===== src/rtl/ibex_vector_store_unit.sv =====
// ibex_vector_store_unit: reads one 128b VRF group and writes 1/2/4 of its words to memory, one bus write per word
module ibex_vector_store_unit #(
  parameter int VLEN   = 32,
  parameter int NREGS  = 4,
  parameter int ADDR_W = 32
) (
  input  logic                  clk_i,
  input  logic                  rst_i,
  input  logic                  start_i,
  input  logic [4:0]            vs_addr_i,
  input  logic [2:0]            vlmul_i,
  input  logic [ADDR_W-1:0]     base_addr_i,
  output logic                  busy_o,
  output logic                  done_o,
  output logic                  err_o,
  output logic [4:0]            vrf_raddr_o,
  input  logic [VLEN*NREGS-1:0] vrf_rdata_i,
  output logic                  data_req_o,
  input  logic                  data_gnt_i,
  input  logic                  data_rvalid_i,
  input  logic                  data_err_i,
  output logic [ADDR_W-1:0]     data_addr_o,
  output logic                  data_we_o,
  output logic [3:0]            data_be_o,
  output logic [VLEN-1:0]       data_wdata_o
);
  typedef enum logic [2:0] {IDLE, READ, REQ, WAIT, DONE} state_t;
  state_t                 r_state, w_next;
  logic [4:0]             r_vs;
  logic [1:0]             r_lmul;
  logic [ADDR_W-1:0]      r_base;
  logic [VLEN*NREGS-1:0]  r_buf;
  logic [1:0]             r_idx;
  logic                   r_err;
  logic                   w_bad;
  logic [1:0]             w_word, w_last;
  assign w_bad  = vlmul_i > 3'd2 || base_addr_i[1:0] != 2'b00;
  // position of the current register inside the 4-word group buffer
  assign w_word = r_lmul == 2'd0 ? r_vs[1:0] : r_lmul == 2'd1 ? {r_vs[1], r_idx[0]} : r_idx;
  assign w_last = r_lmul == 2'd0 ? 2'd0 : r_lmul == 2'd1 ? 2'd1 : 2'd3;
  always_comb begin
    w_next = r_state;
    unique case (r_state)
      IDLE:    if (start_i) w_next = w_bad ? DONE : READ;
      READ:    w_next = REQ;
      REQ:     if (data_gnt_i) w_next = WAIT;
      WAIT:    if (data_rvalid_i) w_next = (data_err_i || r_idx == w_last) ? DONE : REQ;
      default: w_next = IDLE;
    endcase
  end
  always_ff @(posedge clk_i) begin
    if (rst_i) begin
      r_state <= IDLE;
      r_vs    <= '0;
      r_lmul  <= '0;
      r_base  <= '0;
      r_buf   <= '0;
      r_idx   <= '0;
      r_err   <= 1'b0;
    end else begin
      r_state <= w_next;
      if (r_state == IDLE && start_i) begin
        r_vs   <= vs_addr_i;
        r_lmul <= vlmul_i[1:0];
        r_base <= base_addr_i;
        r_idx  <= '0;
        r_err  <= w_bad;
      end
      if (r_state == READ) r_buf <= vrf_rdata_i;
      if (r_state == WAIT && data_rvalid_i) begin
        r_err <= r_err | data_err_i;
        r_idx <= r_idx + 2'd1;
      end
    end
  end
  assign busy_o       = r_state inside {READ, REQ, WAIT};
  assign done_o       = r_state == DONE;
  assign err_o        = done_o & r_err;
  assign vrf_raddr_o  = r_state == READ ? {r_vs[4:2], 2'b00} : 5'd0;
  assign data_req_o   = r_state == REQ;
  assign data_we_o    = data_req_o;
  assign data_be_o    = {4{data_req_o}};
  assign data_addr_o  = data_req_o ? r_base + {{(ADDR_W-4){1'b0}}, r_idx, 2'b00} : '0;
  assign data_wdata_o = data_req_o ? r_buf[w_word*VLEN +: VLEN] : '0;
endmodule


===== config.mk =====
export PLATFORM = sky130hd
export DESIGN_NAME = ibex_vector_store_unit
export DESIGN_NICKNAME = d
export VERILOG_FILES = /design/src/rtl/ibex_vector_store_unit.sv
export SDC_FILE = /design/constraint.sdc
export NUM_CORES = 1
export LEC_CHECK = 0
export ABC_AREA = 1
export CAP_MARGIN = 20
export CORE_ASPECT_RATIO = 1.5
export CORE_MARGIN = 4
export CORE_UTILIZATION = 32
export CTS_CLUSTER_DIAMETER = 30
export DETAILED_ROUTE_END_ITERATION = 8
export GPL_ROUTABILITY_DRIVEN = 0
export PLACE_DENSITY_LB_ADDON = 0.12
export SLEW_MARGIN = 20
export SYNTH_ARGS = -nofsm -noshare
export SYNTH_HDL_FRONTEND = slang
export SYNTH_SLANG_ARGS = --single-unit

===== constraint.sdc =====
create_clock -name clk_i -period 5 [get_ports clk_i]
set_input_delay 1 -clock clk_i [delete_from_list [all_inputs] [get_ports clk_i]]
set_output_delay 1 -clock clk_i [all_outputs]
set_load 0.02 [all_outputs]

# After elaboration in Yosys (flattened, before gate mapping)
# Index checks and enable logic that the tools add are counted.
# Widths: inputs -> output; s select.
# classes
n_addsub	2
n_lt_le_gt_ge	1
n_eq_ne	9
n_shift	1
n_mux	17
bitwise_logic	2
reduce_logical	10
# ops
op	count
$shiftx 128x8->32	1
$mux 32	2
$add 32x4->32	1
$mux 3	5
$mux 2	6
$pmux 3 s4	1
$eq 3x2->1 const B	2
$mux 5	1
$ne 2x2->1 const B	2
$reduce_bool 2->1	2
$eq 3x1->1 const B	1
$eq 3x3->1 const B	1
$gt 3x2->1 const B	1
$logic_not 3->1	1
$reduce_and 3->1	1
$reduce_bool 3->1	1
$add 2x1->2 const B	1
$eq 2x1->1 const B	1
$eq 2x2->1	1
$logic_and 1x1->1	2
$logic_not 2->1	1
$logic_or 1x1->1	2
$mux 1	2
$ne 2x1->1 const B	1
other kinds (2)	2
# totals
ff_bits	173
input_bits	174
out_inout_bits	78
word_cells	49

# Depth between registers and ports, before layout
# Gate-level depths: netlist of run 1.
# logic_depth
ltp_word	8
depth_mapped	10
mapped_depth_nobuf	10

# Least setup slack after synthesis of run 1
# No wires, ideal clock.
# synth_path
kind	reg-to-output
start	reg r_base[2]
end	out data_addr_o[18]
arrival_time_ns	1.700
t_required_ns	4.000
setup_slack_ns	2.300
stages_incl_launch_ff	10
n_path_buf	0
cell_sequence	dfxtp_1 > ha_1 > fa_1 > nand2_1 > inv_1 > nand2_2 > nor2_4 > nand3_1 > nand2_1 > a21oi_1
# synth_via
elab_chain_len	2
# synth_lines
element	line_no	rtl
start: declaration	31	logic [ADDR_W-1:0] r_base;
start signal: assignment	65	r_base <= base_addr_i;
$add 32x4->32	83	assign data_addr_o = data_req_o ? r_base + {{(ADDR_W-4){1'b0}}, r_idx, 2'b00} : '0;
$mux 32	83	
end: declaration	22	output logic [ADDR_W-1:0] data_addr_o,
# Every way passes these cells.

# Worst setup path in the final report of run 1
# layout_path
start	reg r_lmul[1]
end	out data_wdata_o[5]
# layout_via
elab_chain_len	5
word_cells_on_any_way	6
classes_between	eq/ne (1); shift (1); mux (3); reduce/logical (1)
# layout_lines
element	line_no	rtl
start: declaration	30	logic [1:0] r_lmul;
start signal: assignment	64	r_lmul <= vlmul_i[1:0];
$eq 2x1->1	39	assign w_word = r_lmul == 2'd0 ? r_vs[1:0] : r_lmul == 2'd1 ? {r_vs[1], r_idx[0]} : r_idx;
$mux 2	39	
$mux 2 (*)	39	
$shiftx 128x8->32 (*)	84	assign data_wdata_o = data_req_o ? r_buf[w_word*VLEN +: VLEN] : '0;
$mux 32 (*)	84	
end: declaration	25	output logic [VLEN-1:0] data_wdata_o
# Mark *: on every way between the ends. The rest lies on a longest branch, timed or not.

==> results.md, run 1 <==
* Most common cell in the synthesized netlist: nand2_1
* CP Capture Type: output port
* HPWL after DPL at 19900 µm
* GRT Overall Usage at 0.192
* Fin crit period at 4170 ps
* I/O pins at 252
* Crit path largest cell delay at 640 ps
* Syn Inst Count at 1242
* Worst EP required at 4000 ps
* Fraction of layout cells with a size suffix above 1 at 0.0463
* Die X at 141 µm
* Placed cell area at 0.0109 mm²
* Routed Antenna Nets at 0
* Clk_skew at 10.4 ps
* Htree depth at 4
* Peak VDD IR at 0.000241 V
* FFs w/ async S/R, synth at 0
* Slew Viols, Final at 0
* Slew HR at 0.400
* Post-route DRC at 0
* Via count at 8551
* Hold buffer count at CTS at 0
* Max Freq at 240 MHz
* Layout net count at 1610
* RSZ-0062 raised after global routing: false
* First-pass GRT wire length at 44200 µm
* Initial DRT Pass Iterations at 6
* Design Area, Final at 0.0115 mm²
* Initial drt markers at 439
* Post-synth EDFFs at 0
* Core area at 0.0259 mm²
* Syn Area/Cell at 6.79 µm²
* CP max stage cell: clkdlybuf4s50_1
* Clock Pin Slew Worst Setup and Hold Paths at 60 ps
* Crit share post-route at 0.833
* Worst Tran Pin Value at 900 ps
* CTS sink count at 173
* Share of the synthesized area in the top cell type at 0.410
* Die area at 0.0291 mm²
* Drt total wl at 28300 µm
* Area leader, netlist: dfxtp_1
* Vias in the first global route at 8449
* Post-CTS Setup Repair Bufs at 0
* Top_reg_cell synth: dfxtp_1
* Crit path DAT at 3170 ps
* Count of final setup violators at 0
* Post_cts resized at 0
* Worst path cell trace: nor2_1 > nand2_1 > nand2_4 > inv_2 > nand2_1 > nand3_1 > a21oi_1 > clkdlybuf4s50_1
* Max-Cap Viols at 0
* Most common cell on crit path: nand2_1
* Port bufs at 249
* Clock Tree Buf Depth at 2
* TNS Setup at 0 ps
* Largest net degree at the start of global routing at 100
* CTS Buf Count at 17
* Yosys warns at 0
* Kind of critical path: flop to output port
* Synth cell types at 29
* Crit path launch type: flop
* Synthesis-stage register bit count at 173
* Pwr per Cell Area at 396 mW/mm²
* Root buf cell: clkbuf_16
* Critical path peak fanout at 55
* Synth area leaders: dfxtp_1 (41%), o21ai_0 (10%), a21oi_1 (9.4%)
* Global route total overflow at 0
* Area growth syn-to-layout at 36.8%
* CTS tree: done
* Status: complete, no violations
* Cell Area, Synth at 0.00844 mm²
* Routed wire length per instance at 15.9 µm
* Floorplan row count at 72
* Hold crit path type: flop to flop
* Sequential share of the synthesized area at 0.410
* Worst skew pair latency at 430 ps
* R2R Setup Slk at 2590 ps
* Pwr Total at 4570 µW
* Initial Utilization at 0.326
* Hold violation total from the final report at 0
* Post-DR vias/cell at 4.80
* Initial antenna violation count at 3
* Leakage power at 0.00424 µW
* Most frequent cells after synthesis: nand2_1 (201), nor2_1 (175), dfxtp_1 (173), o21ai_0 (173), a21oi_1 (159)
* Die Height at 207 µm
-- layout make-up --
type	count	area (µm²)
fill	2723	14300
sequential	173	3460
inverter	153	582
multi-input combinational	831	3900
clock inverter	13	161
timing repair buffer	257	2560
antenna	3	7.51
clock buffer	19	453
tap	333	417
-- where the power goes --
part / switching, µW / internal (µW) / total, µW
logic: 911 / 522 / 1430
clock network: 581 / 814 / 1390
registers: 130 / 1610 / 1740
total: 1620 / 2950 / 4570
-- per-layer routing --
| layer | vias up | routed length (µm) | GRT usage |
|---|---|---|---|
| met1 | 3868 | 11300 | 0.217 |
| met5 | - | 13 | 0 |
| met4 | 2 | 987 | 0.0821 |
| met3 | 43 | 1760 | 0.0461 |
| li1 | 4388 | - | - |
| met2 | 250 | 14200 | 0.345 |
-- sequential cells by signal (all words and copies together), names as in the netlist --
| signal | cells |
|---|---|
| r_base | 32 |
| r_buf | 128 |
| r_err | 1 |
| r_idx | 2 |
| r_lmul | 2 |
| r_state | 3 |
| r_vs | 5 |
-- layout by cell type (no fill, tap or decap), types with 8 or more instances in the layout --
master / count
a21oi_1: 159
nand2_1: 201
dfxtp_1: 173
o21ai_0: 173
o211ai_1: 32
a21oi_2: 8
nor2_1: 175
clkdlybuf4s50_1: 249
nand3_1: 51
clkbuf_16: 17
inv_1: 144
-- per-stage QoR --
stage | setup WS, ps | hold WS (ps) | cells | utilization
after global placement | 1260 | 439 | 1747 | 0.422
after CTS | 753 | 455 | 1779 | 0.446
after global routing | 609 | 465 | 1781 | 0.446
after floorplan | 2300 | 429 | 1243 | -
final | 833 | 451 | 1782 | 0.447
after detailed placement | 1220 | 444 | 1747 | 0.422
-- worst max-delay path: cells and delay by family, from the launching register on --
kind	cells	cell delay, ps
buf+inv	2	1110
compound gates	1	220
simple gates	5	1020
flops	1	340
-- logic make-up after synthesis --
group | share of synthesized area
AO/OA/AOI/OAI | 0.241
buffers and inverters | 0.130
adder cells (fa/ha/maj) | 0.00534
AND/OR/NAND/NOR | 0.210
XOR/XNOR | 0.00311
flip-flops | 0.410
other | 0.000444
-- path summary, 6_finish.rpt --
check | from | endpoint | cells after the start
max | r_lmul[1]$_SDFFE_PP0P_ | data_wdata_o[5] | 8
min | r_base[0]$_SDFFE_PP0P_ | r_base[0]$_SDFFE_PP0P_ | 2
max reg2reg | r_state[1]$_SDFFE_PP0P_ | r_buf[115]$_SDFFE_PP0N_ | 6
min reg2reg | r_base[0]$_SDFFE_PP0P_ | r_base[0]$_SDFFE_PP0P_ | 2
Note: power is estimated with default switching activity, not from simulation.
==> run 2, diff against run 1 <==
- clock period: 5 -> 3.6 ns (I/O delays scaled with it)
==> run 2 against run 1 <==
Core utilization rose by 0.42 points. Combinational power is 43% higher. Sequential cell count unchanged. Cell count up 0.28%.
==> results.md, run 2 (synthesized netlist as in run 1, its figures left out) <==
* Status: complete, no violations (unchanged)
* Hold crit path type: flop to flop (unchanged)
* Clk_skew at 5.41 ps (was 10.4 ps)
* Initial drt markers at 305 (was 439)
* Crit share post-route at 0.956
* CTS tree: done (unchanged)
* R2R Setup Slk at 1610 ps (was 2590 ps)
* Die X at 141 µm (unchanged)
* Root buf cell: clkbuf_16 (unchanged)
* Most common cell on crit path: nand2_1 (unchanged)
* Drt total wl at 28600 µm (was 28300 µm)
* CTS sink count at 173 (unchanged)
* Fillers at 2670 (was 2723)
* CTS Buf Count at 17 (unchanged)
* Port bufs at 249 (unchanged)
* Crit path largest cell delay at 610 ps (was 640 ps)
* Peak VDD IR at 0.000350 V (was 0.000241 V)
* Area growth syn-to-layout at 38.1% (was 36.8%)
* Count of final setup violators at 0 (unchanged)
* Floorplan row count at 72 (unchanged)
* Die Height at 207 µm (unchanged)
* Family with the most delay on the worst path: simple AND/OR/NAND/NOR gates (was buffers and inverters)
* Initial antenna violation count at 0 (was 3)
* Global route total overflow at 0 (unchanged)
* Crit path launch type: flop (unchanged)
* Largest net degree at the start of global routing at 225 (was 100)
* Vias in the first global route at 8507 (was 8449)
* Fraction of layout cells with a size suffix above 1 at 0.0523 (was 0.0463)
* Max-Cap Viols at 0 (unchanged)
* GRT Overall Usage at 0.193 (was 0.192)
* Pwr per Cell Area at 544 mW/mm² (was 396 mW/mm²)
* Slew Viols, Final at 0 (unchanged)
* Largest regs: r_buf: 128 flops, r_base: 32 flops, r_vs: 5 flops (unchanged)
* Critical path peak fanout at 6 (was 55)
* Kind of critical path: flop to output port (unchanged)
* Initial DRT Pass Iterations at 6 (unchanged)
* Worst skew pair latency at 430 ps (about the same)
* Post-DR vias/cell at 4.80 (about the same)
* I/O pins at 252 (unchanged)
* Via count at 8575 (was 8551)
* Routed wire length per instance at 16.0 µm (was 15.9 µm)
* Commonest non-fill, non-tap cell in the layout: clkdlybuf4s50_1 (unchanged)
* Hold violation total from the final report at 0 (unchanged)
* CP max stage cell: clkdlybuf4s50_1 (unchanged)
* WP buf/inv at 1 (was 2)
* Clock Tree Buf Depth at 2 (unchanged)
* HPWL after DPL at 20200 µm (was 19900 µm)
* Worst EP required at 2880 ps (was 4000 ps)
* CP Capture Type: output port (unchanged)
* Worst path cell trace: ha_1 > nand2_1 > a21oi_4 > nand2_2 > nor2_2 > nand2_1 > nand2_1 > nand2_1 > nor2_1 > clkdlybuf4s50_1 (was nor2_1 > nand2_1 > nand2_4 > inv_2 > nand2_1 > nand3_1 > a21oi_1 > clkdlybuf4s50_1)
* Fin crit period at 3440 ps
* Worst Hold Slack at 448 ps (was 451 ps)
* Die area at 0.0291 mm² (unchanged)
* Max Freq at 291 MHz
* First-pass GRT wire length at 44400 µm (was 44200 µm)
* Post-route DRC at 0 (unchanged)
* Htree depth at 4 (unchanged)
* TNS Setup at 0 ps (unchanged)
* Clock Pin Slew Worst Setup and Hold Paths at 60 ps (about the same)
* Number of flip-flops in the largest register at 128 (unchanged)
* Biggest register: r_buf (unchanged)
* Core area at 0.0259 mm² (unchanged)
* Routed Antenna Nets at 0 (unchanged)
* Worst Tran Pin Value at 908 ps (was 900 ps)
* Leakage power at 0.00439 µW (was 0.00424 µW)
* Most frequent cells in the layout: clkdlybuf4s50_1 (244), nand2_1 (200), o21ai_0 (173), dfxtp_1 (173), nor2_1 (172) (was clkdlybuf4s50_1 (249), nand2_1 (201), nor2_1 (175))
* Crit path DAT at 2720 ps (was 3170 ps)
* Slew HR at 0.395 (was 0.400)
* Hold buffer count at CTS at 0 (unchanged)
* Initial Utilization at 0.326 (unchanged)
* Layout net count at 1617 (was 1610)
[run 2: stage by stage]
step | setup WS, ps | instances | cell area [µm²] | power (µW) | utilization
after floorplan | 1180 | 1243 | 8440 | 3770 | -
after global placement | 410 | 1753 | 11000 | 4530 | 0.426
final | 159 | 1787 | 11700 | 6340 | 0.451
after CTS | 42.9 | 1785 | 11600 | 6440 | 0.449
after global routing | -1.38 | 1786 | 11700 | 6780 | 0.451
after detailed placement | 408 | 1753 | 11000 | 4540 | 0.426
[run 2: area by class of cell]
type | instances | area, µm² | area share
Clock inverter | 9 | 108 | 0.00923
Multi-Input combinational cell | 831 | 3910 | 0.336
Antenna cell | 1 | 2.50 | 0.000215
Inverter | 153 | 582 | 0.0499
Tap cell | 333 | 417 | 0.0358
Clock buffer | 23 | 488 | 0.0419
Sequential cell | 173 | 3460 | 0.297
Timing Repair Buffer | 264 | 2680 | 0.230
[run 2: final timing paths]
check | end | start | cells past startpoint
worst min-delay path | r_buf[45]$_SDFFE_PP0N_ | r_buf[45]$_SDFFE_PP0N_ | 2
worst max-delay path | data_addr_o[27] | r_idx[1]$_SDFFE_PP0P_ | 10
worst min register to register | r_buf[45]$_SDFFE_PP0N_ | r_buf[45]$_SDFFE_PP0N_ | 2
worst max register to register | r_base[1]$_SDFFE_PP0P_ | r_state[1]$_SDFFE_PP0P_ | 7
[run 2: timing repair]
action                                  4_1_cts  5_1_grt
buffers inserted                              0        1
gates resized for setup                       1        9
pin swaps                                     0        1
endpoints found under the setup margin        2        8
[run 2: layer usage]
metal  routed length, µm  global-route usage  up-vias
met3                1570              0.0479       46
met1               11300               0.216     3892
met4                 763              0.0710        0
met2               15000               0.354      235
met5                   0                   0        -
li1                    -                   -     4402
[run 2: report_power, final]
part / switching [µW] / internal (µW) / total [µW] / leakage [µW]
logic: 1280 / 770 / 2050 / 0.00269
clock network: 773 / 1100 / 1870 / 0.000290
registers: 183 / 2240 / 2420 / 0.00141
[run 2: tightest hold or removal path, delay by kind of cell (launching register included)]
kind                   cells  cell delay, ps
AOI/OAI and AO/OA          1              50
DFF                        1             300
buffers and inverters      1              60
==> run 3, diff against run 2 <==
- CTS_BUF_LIST: default -> sky130_fd_sc_hd__clkbuf_8
==> run 3 against run 2 <==
Maximum frequency is 0.42% higher. Via count shrank 0.38%. Global-route usage shrank 0.13 points. Clock skew is 3.4 ps higher. Clock power fell by 25%. Sequential power is essentially flat. Total power shrank 7.6%. Highest routed layer unchanged.
==> results.md, run 3 (synthesized netlist as in run 1, its figures left out) <==
* Kind of critical path: flop to output port (unchanged)
* Initial Utilization at 0.326 (unchanged)
* Drt total wl at 28500 µm (was 28600 µm)
* Crit path launch type: flop (unchanged)
* Worst Hold Slack at 451 ps (was 448 ps)
* CP Capture Type: output port (unchanged)
* Initial DRT Pass Iterations at 5 (was 6)
* Global route total overflow at 0 (unchanged)
* Critical path peak fanout at 6 (unchanged)
* Max Freq at 292 MHz (was 291 MHz)
* Fin crit period at 3430 ps (was 3440 ps)
* Setup ws final at 174 ps (was 159 ps)
* Vias in the first global route at 8520 (was 8507)
* Layout net count at 1616 (was 1617)
* Post-DR vias/cell at 4.78 (was 4.80)
* Die X at 141 µm (unchanged)
* Die area at 0.0291 mm² (unchanged)
* CP max stage cell: clkdlybuf4s50_1 (unchanged)
* Initial antenna violation count at 0 (unchanged)
* Post-CTS Setup Repair Bufs at 0 (unchanged)
* Worst EP required at 2880 ps (about the same)
* Worst skew pair latency at 460 ps (was 430 ps)
* GRT Overall Usage at 0.192 (was 0.193)
* Routed Antenna Nets at 0 (unchanged)
* Fraction of layout cells with a size suffix above 1 at 0.0523 (about the same)
* Commonest non-fill, non-tap cell in the layout: clkdlybuf4s50_1 (unchanged)
* Area growth syn-to-layout at 36.0% (was 38.1%)
* CTS sink count at 173 (unchanged)
* CTS Buf Count at 17 (unchanged)
* Crit share post-route at 0.952 (was 0.956)
* Largest regs: r_buf: 128 flops, r_base: 32 flops, r_vs: 5 flops (unchanged)
* Clk_skew at 8.78 ps (was 5.41 ps)
* Slew HR at 0.301 (was 0.395)
* Initial drt markers at 348 (was 305)
* Post-layout util at 0.444 (was 0.451)
* Crit path largest cell delay at 620 ps (was 610 ps)
* Hold violation total from the final report at 0 (unchanged)
* Port bufs at 249 (unchanged)
* Leakage power at 0.00436 µW (was 0.00439 µW)
* Hold crit path type: flop to flop (unchanged)
* Status: complete, no violations (unchanged)
* Crit path DAT at 2710 ps (was 2720 ps)
* Slew Viols, Final at 0 (unchanged)
* Max-Cap Viols at 0 (unchanged)
* Post-route DRC at 0 (unchanged)
* Count of final setup violators at 0 (unchanged)
* Finished Layout Cells at 1786 (was 1787)
* Pwr per Cell Area at 511 mW/mm² (was 544 mW/mm²)
* Worst Tran Pin Value at 1050 ps (was 908 ps)
* Root buf cell: clkbuf_8 (was clkbuf_16)
* CTS tree: done (unchanged)
* Via count at 8542 (was 8575)
* Reg area at 0.00346 mm² (unchanged)
* Most frequent cells in the layout: clkdlybuf4s50_1 (241), nand2_1 (200), o21ai_0 (173), dfxtp_1 (173), nor2_1 (172) (was clkdlybuf4s50_1 (244), nand2_1 (200), o21ai_0 (173), dfxtp_1 (173), nor2_1 (172))
* Biggest register: r_buf (unchanged)
* I/O pins at 252 (unchanged)
* RSZ-0062 raised after global routing: true
* Routed wire length per instance at 15.9 µm (was 16.0 µm)
* Floorplan row count at 72 (unchanged)
* Largest net degree at the start of global routing at 225 (unchanged)
* Clock Pin Slew Worst Setup and Hold Paths at 80 ps (was 60 ps)
* Htree depth at 4 (unchanged)
* Fillers at 2685 (was 2670)
* Hold buffer count at CTS at 0 (unchanged)
* Peak VDD IR at 0.000296 V (was 0.000350 V)
* Worst path cell trace: ha_1 > fa_1 > nand2_1 > inv_1 > nand2_2 > o21ai_0 > nor2_1 > clkdlybuf4s50_1 (was ha_1 > nand2_1 > a21oi_4 > nand2_2 > nor2_2 > nand2_1 > nand2_1 > nand2_1 > nor2_1 > clkdlybuf4s50_1)
* HPWL after DPL at 20200 µm (unchanged)
* Multi-input gate area at 0.00392 mm² (was 0.00391 mm²)
* Number of flip-flops in the largest register at 128 (unchanged)
* Core area at 0.0259 mm² (unchanged)
* Die Height at 207 µm (unchanged)
* Placed Cells at 1753 (unchanged)
* Clock Tree Buf Depth at 2 (unchanged)
* First-pass GRT wire length at 44200 µm (was 44400 µm)
* TNS Setup at 0 ps (unchanged)
* Post-Place Worst Slack at 408 ps (unchanged)
-- run 3: cell type report --
class | count | share of cell area
multi-input combinational | 831 | 0.342
sequential | 173 | 0.302
timing repair buffer | 263 | 0.234
inverter | 153 | 0.0507
tap | 333 | 0.0363
clock buffer | 21 | 0.0252
clock inverter | 11 | 0.0100
antenna | 1 | 0.000218
-- run 3: repair_timing --
item | CTS | global route
resized for setup | 2 | 13
hold endpoints to repair | 0 | 0
setup endpoints to repair | 3 | 14
-- run 3: metal layers --
metal	vias up	track usage	wire length, µm
li1	4400	-	-
met2	232	0.356	15000
met4	0	0.0758	713
met3	36	0.0413	1580
met5	-	0	0
met1	3874	0.213	11200
-- run 3: power by group --
part | internal, µW | switching, µW
Combinational | 770 | 1280
Clock | 687 | 712
Sequential | 2240 | 181
Total | 3690 | 2170
-- run 3: worst paths after layout --
kind,endpoint,start,slack (ps),depth (start not counted)
worst min-delay path,r_buf[45]$_SDFFE_PP0N_,r_buf[45]$_SDFFE_PP0N_,450,2
worst min register to register,r_buf[45]$_SDFFE_PP0N_,r_buf[45]$_SDFFE_PP0N_,450,2
worst max register to register,r_base[1]$_SDFFE_PP0P_,r_state[1]$_SDFFE_PP0P_,1610,7
worst max-delay path,data_addr_o[12],r_base[2]$_SDFFE_PP0P_,170,8
-- run 3: through the flow --
| step | area (µm²) | power (µW) |
|---|---|---|
| 2_1_floorplan | 8440 | 3770 |
| 3_3_place_gp | 11000 | 4530 |
| 3_5_place_dp | 11000 | 4540 |
| 4_1_cts | 11400 | 5970 |
| 5_1_grt | 11500 | 6290 |
| 6_report | 11500 | 5860 |
-- run 3: critical path: cells and delay by family (launching register included) --
kind,cells,cell delay (ps)
and+or+nand+nor,3,450
buffers and inverters,2,700
adders and majority gates,2,630
AOI/OAI and AO/OA,1,140
DFF,1,320
